## src/rtl/hazard_stall_ctrl.sv

```systemverilog
// Hazard/stall controller for the 5-stage pipeline: load-use and RAW stalls, operand forwarding,
// branch flush and data-memory freeze. Optional feature macro: HAZARD_FWD_EN enables forwarding.
module hazard_stall_ctrl #(
  parameter int unsigned HOLD_TIMEOUT = 64,
  parameter int unsigned STAT_W       = 16
) (
  input  logic              clk,
  input  logic              rst_n,
  input  logic [3:0]        id_rn,
  input  logic              id_use_rn,
  input  logic [3:0]        id_rm,
  input  logic              id_use_rm,
  input  logic [3:0]        id_rd,
  input  logic              id_use_rd,
  input  logic [3:0]        ex_rd,
  input  logic              ex_rf_en,
  input  logic              ex_load,
  input  logic [3:0]        mem_rd,
  input  logic              mem_rf_en,
  input  logic [3:0]        wb_rd,
  input  logic              wb_rf_en,
  input  logic              branch_taken,
  input  logic              mem_wait,
  output logic              nop_sel,
  output logic              pc_le,
  output logic              ifid_le,
  output logic              ifid_flush,
  output logic              pipe_freeze,
  output logic [1:0]        fwd_a,
  output logic [1:0]        fwd_b,
  output logic [1:0]        fwd_c,
  output logic              hold_err,
  output logic [STAT_W-1:0] stall_count
);

  typedef enum logic {RUN, HOLD} state_t;

  localparam int unsigned HC_W = (HOLD_TIMEOUT > 2) ? $clog2(HOLD_TIMEOUT) : 1;
  localparam logic [HC_W-1:0] HC_MAX = HC_W'(HOLD_TIMEOUT - 1);

  state_t            r_state;
  logic [HC_W-1:0]   r_hold_cnt;
  logic              r_hold_err;
  logic [STAT_W-1:0] r_stall_cnt;

  logic [2:0] w_m_ex;
  logic [2:0] w_m_mem;
  logic [2:0] w_m_wb;
  logic       w_hazard;
  logic       w_freeze;
  logic       w_stall;
  logic [1:0] w_fwd_a;
  logic [1:0] w_fwd_b;
  logic [1:0] w_fwd_c;

  function automatic logic match(input logic use_x, input logic [3:0] x,
                                 input logic rf_en, input logic [3:0] rd);
    return use_x & rf_en & (rd == x) & (x != 4'd15);
  endfunction

  // Bit 0 = Rn, bit 1 = Rm, bit 2 = Rd (store data)
  assign w_m_ex  = {match(id_use_rd, id_rd, ex_rf_en,  ex_rd),
                    match(id_use_rm, id_rm, ex_rf_en,  ex_rd),
                    match(id_use_rn, id_rn, ex_rf_en,  ex_rd)};
  assign w_m_mem = {match(id_use_rd, id_rd, mem_rf_en, mem_rd),
                    match(id_use_rm, id_rm, mem_rf_en, mem_rd),
                    match(id_use_rn, id_rn, mem_rf_en, mem_rd)};
  assign w_m_wb  = {match(id_use_rd, id_rd, wb_rf_en,  wb_rd),
                    match(id_use_rm, id_rm, wb_rf_en,  wb_rd),
                    match(id_use_rn, id_rn, wb_rf_en,  wb_rd)};

`ifdef HAZARD_FWD_EN
  // A load still in EX has no data yet, so it falls through to older stages; the stall hides it.
  function automatic logic [1:0] fsel(input logic ex, input logic mem, input logic wb,
                                      input logic ld);
    if (ex && !ld)  return 2'b01;
    else if (mem)   return 2'b10;
    else if (wb)    return 2'b11;
    else            return 2'b00;
  endfunction

  assign w_hazard = ex_load & (|w_m_ex);
  assign w_fwd_a  = fsel(w_m_ex[0], w_m_mem[0], w_m_wb[0], ex_load);
  assign w_fwd_b  = fsel(w_m_ex[1], w_m_mem[1], w_m_wb[1], ex_load);
  assign w_fwd_c  = fsel(w_m_ex[2], w_m_mem[2], w_m_wb[2], ex_load);
`else
  // Without forwarding, load and non-load EX producers stall alike.
  assign w_hazard = ((|w_m_ex) & ex_load) | ((|w_m_ex) & ~ex_load) | (|w_m_mem) | (|w_m_wb);
  assign w_fwd_a  = 2'b00;
  assign w_fwd_b  = 2'b00;
  assign w_fwd_c  = 2'b00;
`endif

  assign w_freeze = mem_wait | (r_state == HOLD);
  assign w_stall  = ~w_freeze & w_hazard;

  always_comb begin
    nop_sel     = 1'b0;
    pc_le       = 1'b0;
    ifid_le     = 1'b0;
    ifid_flush  = 1'b0;
    pipe_freeze = 1'b0;
    if (!rst_n) begin
      nop_sel = 1'b1;
    end else if (w_freeze) begin
      pipe_freeze = 1'b1;
    end else if (w_stall) begin
      nop_sel = 1'b1;
    end else begin
      pc_le      = 1'b1;
      ifid_le    = 1'b1;
      ifid_flush = branch_taken;
    end
  end

  assign fwd_a       = rst_n ? w_fwd_a : 2'b00;
  assign fwd_b       = rst_n ? w_fwd_b : 2'b00;
  assign fwd_c       = rst_n ? w_fwd_c : 2'b00;
  assign hold_err    = r_hold_err;
  assign stall_count = r_stall_cnt;

  always_ff @(posedge clk or negedge rst_n) begin
    if (!rst_n) begin
      r_state     <= RUN;
      r_hold_cnt  <= '0;
      r_hold_err  <= 1'b0;
      r_stall_cnt <= '0;
    end else begin
      if (w_stall && (r_stall_cnt != '1))
        r_stall_cnt <= r_stall_cnt + 1'b1;
      case (r_state)
        RUN: begin
          r_hold_cnt <= '0;
          if (mem_wait)
            r_state <= HOLD;
        end
        HOLD: begin
          if (!mem_wait) begin
            r_state    <= RUN;
            r_hold_cnt <= '0;
          end else if (r_hold_cnt == HC_MAX) begin
            r_hold_err <= 1'b1;
          end else begin
            r_hold_cnt <= r_hold_cnt + 1'b1;
          end
        end
        default: r_state <= RUN;
      endcase
    end
  end

endmodule
```

## config.mk

```make
export PLATFORM = sky130hd
export DESIGN_NAME = hazard_stall_ctrl
export DESIGN_NICKNAME = d
export VERILOG_FILES = /design/src/rtl/hazard_stall_ctrl.sv
export SDC_FILE = /design/constraint.sdc
export NUM_CORES = 1
export LEC_CHECK = 0
export BUFFER_PORTS_ARGS = -buffer_cell sky130_fd_sc_hd__clkbuf_2
export CELL_PAD_IN_SITES_DETAIL_PLACEMENT = 1
export CELL_PAD_IN_SITES_GLOBAL_PLACEMENT = 1
export CORE_MARGIN = 2
export CORE_UTILIZATION = 30
export DETAILED_ROUTE_END_ITERATION = 10
export PLACE_DENSITY_LB_ADDON = 0.3
export SYNTH_ARGS = -nofsm -noshare
export SYNTH_HDL_FRONTEND = slang
export SYNTH_SLANG_ARGS = --single-unit
```

## constraint.sdc

```tcl
create_clock -name clk -period 4.2 [get_ports clk]
set_clock_uncertainty 0.2 [all_clocks]
set_input_delay 0 -clock clk [delete_from_list [all_inputs] [get_ports clk]]
set_output_delay 0 -clock clk [all_outputs]
set_load 0.02 [all_outputs]
```

==> flow_summary.yaml <==
drt:
  wire_per_inst_um: 14.3
  drt_first_pass_iters: 4
  vias_per_cell: 4.88
  vias: 1507
  drc: 0
  drt-initial-drc-count: 49
  routed_wl_um: 4400
  ant_nets: 0
logic_synthesis:
  synthDominantCellAreaShare: 0.347
  synth_area_um2: 1730
  syn_area_per_cell_um2: 9.67
  ys_warn_count: 0
  ys_top_cells_by_area: "dfrtp_1 35%, xor2_1 19%, xnor2_1 6.1%, nand3_1 4.0%, nor3_1 4.0%"
  ys_top_cells_by_count: "38 x xor2_1, 24 x dfrtp_1, 14 x nand3_1, 14 x nor3_1, 12 x xnor2_1"
  synth_top_area_cell: "dfrtp_1"
  ys_seq_area_frac: 0.347
  netlist_instances: 179
  yosys.cell_count.top_type: "xor2_1"
  postSynth.asyncResetShare: 1.00
  synth_edf_count: 0
  synth-seq-cells: 24
  synthFlopType: "dfrtp_1"
  synth.distinct_cells: 35
global_routing:
  use_met2: 0.258
  top_usage_layer: "met2"
  antenna_found_initial: 0
  grt_pass1_wl_um: 7450
  grt_start_max_net_pins: 28
  grtUsageMet1: 0.186
  grt_pass1_vias: 1550
  grtUsageMet3: 0.0158
  grt_usage: 0.145
  grt-ovfl-total: 0
timing:
  hold_viol_final: 0
  tightestPinTransition_ns: 0.916
  setup_tns_ns: 0
  slew_headroom: 0.385
  fin_crit_sh: 0.569
  finalMaxSlewViolations: 0
  finalCriticalPeriod_ns: 2.39
  setup_viol: 0
  fmax_mhz: 419
  rsz0062_at_grt: "no"
clock_tree:
  cts.reportedPaths.clkPinSlew_ns: 0.09
  cts_tree: "done"
  cts.sinks: 24
  cts_buffers: 3
  clock_latency_ns: 0.26
  post_cts_buffers: 0
  root_buffer: "clkbuf_8"
  clock_path_buffers: 2
  htreeDepth: 1
worst_setup_path:
  cp_common_cell: "clkbuf_2"
  r2r-end: "stall_count[1]"
  regToRegSetupSlack_ns: 1.85
  cp.arrival_ns: 2.19
  cp_slowest_cell: "nor4_4"
  critical_path_class: "input pin to primary output"
  crit_fanout: 18
  required_ns: 4.00
  crit_path_end_kind: "primary output"
  cp_num_cells: 9
  cp-start-kind: "input pin"
  critPathTopFamily: "simple AND/OR/NAND/NOR gates"
  path_cells: "clkbuf_2 -> xor2_1 -> nor3_2 -> a32oi_1 -> a21oi_2 -> nor4_4 -> and3_2 -> and2_1 -> clkbuf_2"
  regToRegStartpoint: "stall_count[3]"
  crit_buf_inv: 2
  slowest_delay_ns: 0.81
  critPathLaunch: "id_rm[0]"
  cp-endpoint: "ifid_flush"
  rr_worst_depth: 6
pwr:
  vdd_drop_max_mv: 0.112
  power_w: 0.000632
  power.density_nw_per_um2: 295
  power_leakage_nw: 1.04
layout:
  syn_to_final_growth_pct: 23.8
  nets: 275
  drive_above_1_share: 0.295
  layout.cells.non_filler: 309
  antenna_cells: 0
place:
  dp_hpwl_um: 3510
  portBuffers: 55
  gp_congestion: 0.838
  placed_cells: 303
floorplan:
  dieArea_um2: 6390
  die_y_um: 79.9
  die_w_um: 79.9
  fp-row-count: 27
  start_util: 0.312
  coreArea_um2: 5540
  io_pins: 63
run_status:
  status: "finished, final reports clean"
run:
  drv_cap: 0
hold_path:
  worstHoldPathType: "input pin to async pin"
[layout by cell type (no fill, tap or decap), types with 2 or more instances in the layout]
master	synthesis	routed
nor4_4	2	2
conb_1	1	6
nor4b_1	3	3
ha_1	2	2
a32oi_1	2	2
nand3_1	14	14
and4_1	2	2
xor2_1	38	38
o21ai_0	3	3
a31oi_1	2	2
nor2_1	8	8
nor3_2	2	2
nor4_1	3	3
nor3b_1	2	2
clkbuf_2	0	55
nand2_1	9	9
dlygate4sd3_1	0	2
clkbuf_8	0	3
a21oi_2	3	3
nand4_1	8	8
o21bai_1	2	2
and3_1	3	3
xnor2_1	12	12
dfrtp_1	24	24
nor3_1	14	14
and2_1	2	2
[area by class of cell]
cell class | instances | area [um^2]
fill | 692 | 3400
multi-input combinational | 151 | 1080
sequential | 24 | 601
timing repair buffer | 57 | 295
tap | 72 | 90.1
clock buffer | 3 | 41.3
clock inverter | 1 | 30.0
inverter | 1 | 3.75
[cell families after synthesis]
group / count (synthesis) / synth area share
xor+xnor: 50 / 0.253
mux: 3 / 0.0210
fa+ha+maj: 2 / 0.0145
buf+inv: 9 / 0.0390
simple gates: 76 / 0.264
other cells: 1 / 0.00217
flops: 24 / 0.347
compound gates: 14 / 0.0593
[worst register-to-register path, stage by stage, from the launching register on]
cell and delay (ns):
dfrtp_1 0.42, and3_1 0.26, and4_1 0.30, nand2_1 0.09
nor2_1 0.44, or4_4 0.24, mux2_4 0.29
[registers in the layout (all words and copies together), names as in the netlist]
signal and cells:
hold_err 1, r_hold_cnt 6, r_state 1, stall_count 16
[report_power, final]
part           internal (W)  switching [W]  leakage [nW]
logic             0.0000678      0.0000966         0.678
registers          0.000246      0.0000205         0.323
clock network      0.000127      0.0000744        0.0357
[metrics by stage]
step	setup slack [ns]	instance area (um^2)	hold slack, ns	utilization
after CTS	1.81	2140	0.105	0.387
after detailed placement	1.72	2050	-0.140	0.370
final	1.81	2140	0.0833	0.387
after global routing	1.66	2140	0.139	0.387
after floorplan	2.02	1750	-0.496	-
after global placement	1.73	2050	-0.146	0.370
[routing by layer]
layer,part of all wire,up-vias,wire [um]
met2,0.51,44,2240
met4,0.0070,0,31
met1,0.44,717,1940
li1,-,744,-
met5,0,-,0
met3,0.045,2,197
[repair_timing]
action	CTS	global route
endpoints found under the hold margin	31	0
hold buffers	2	0
resized for setup	0	0
[worst min-delay path by stage]
stage	to
floorplan	hold_err
global placement	stall_count[13]
detailed placement	stall_count[13]
CTS	stall_count[13]
global route	r_hold_cnt[3]
finish	stall_count[13]
No activity file was read; power rests on OpenSTA's default activity.
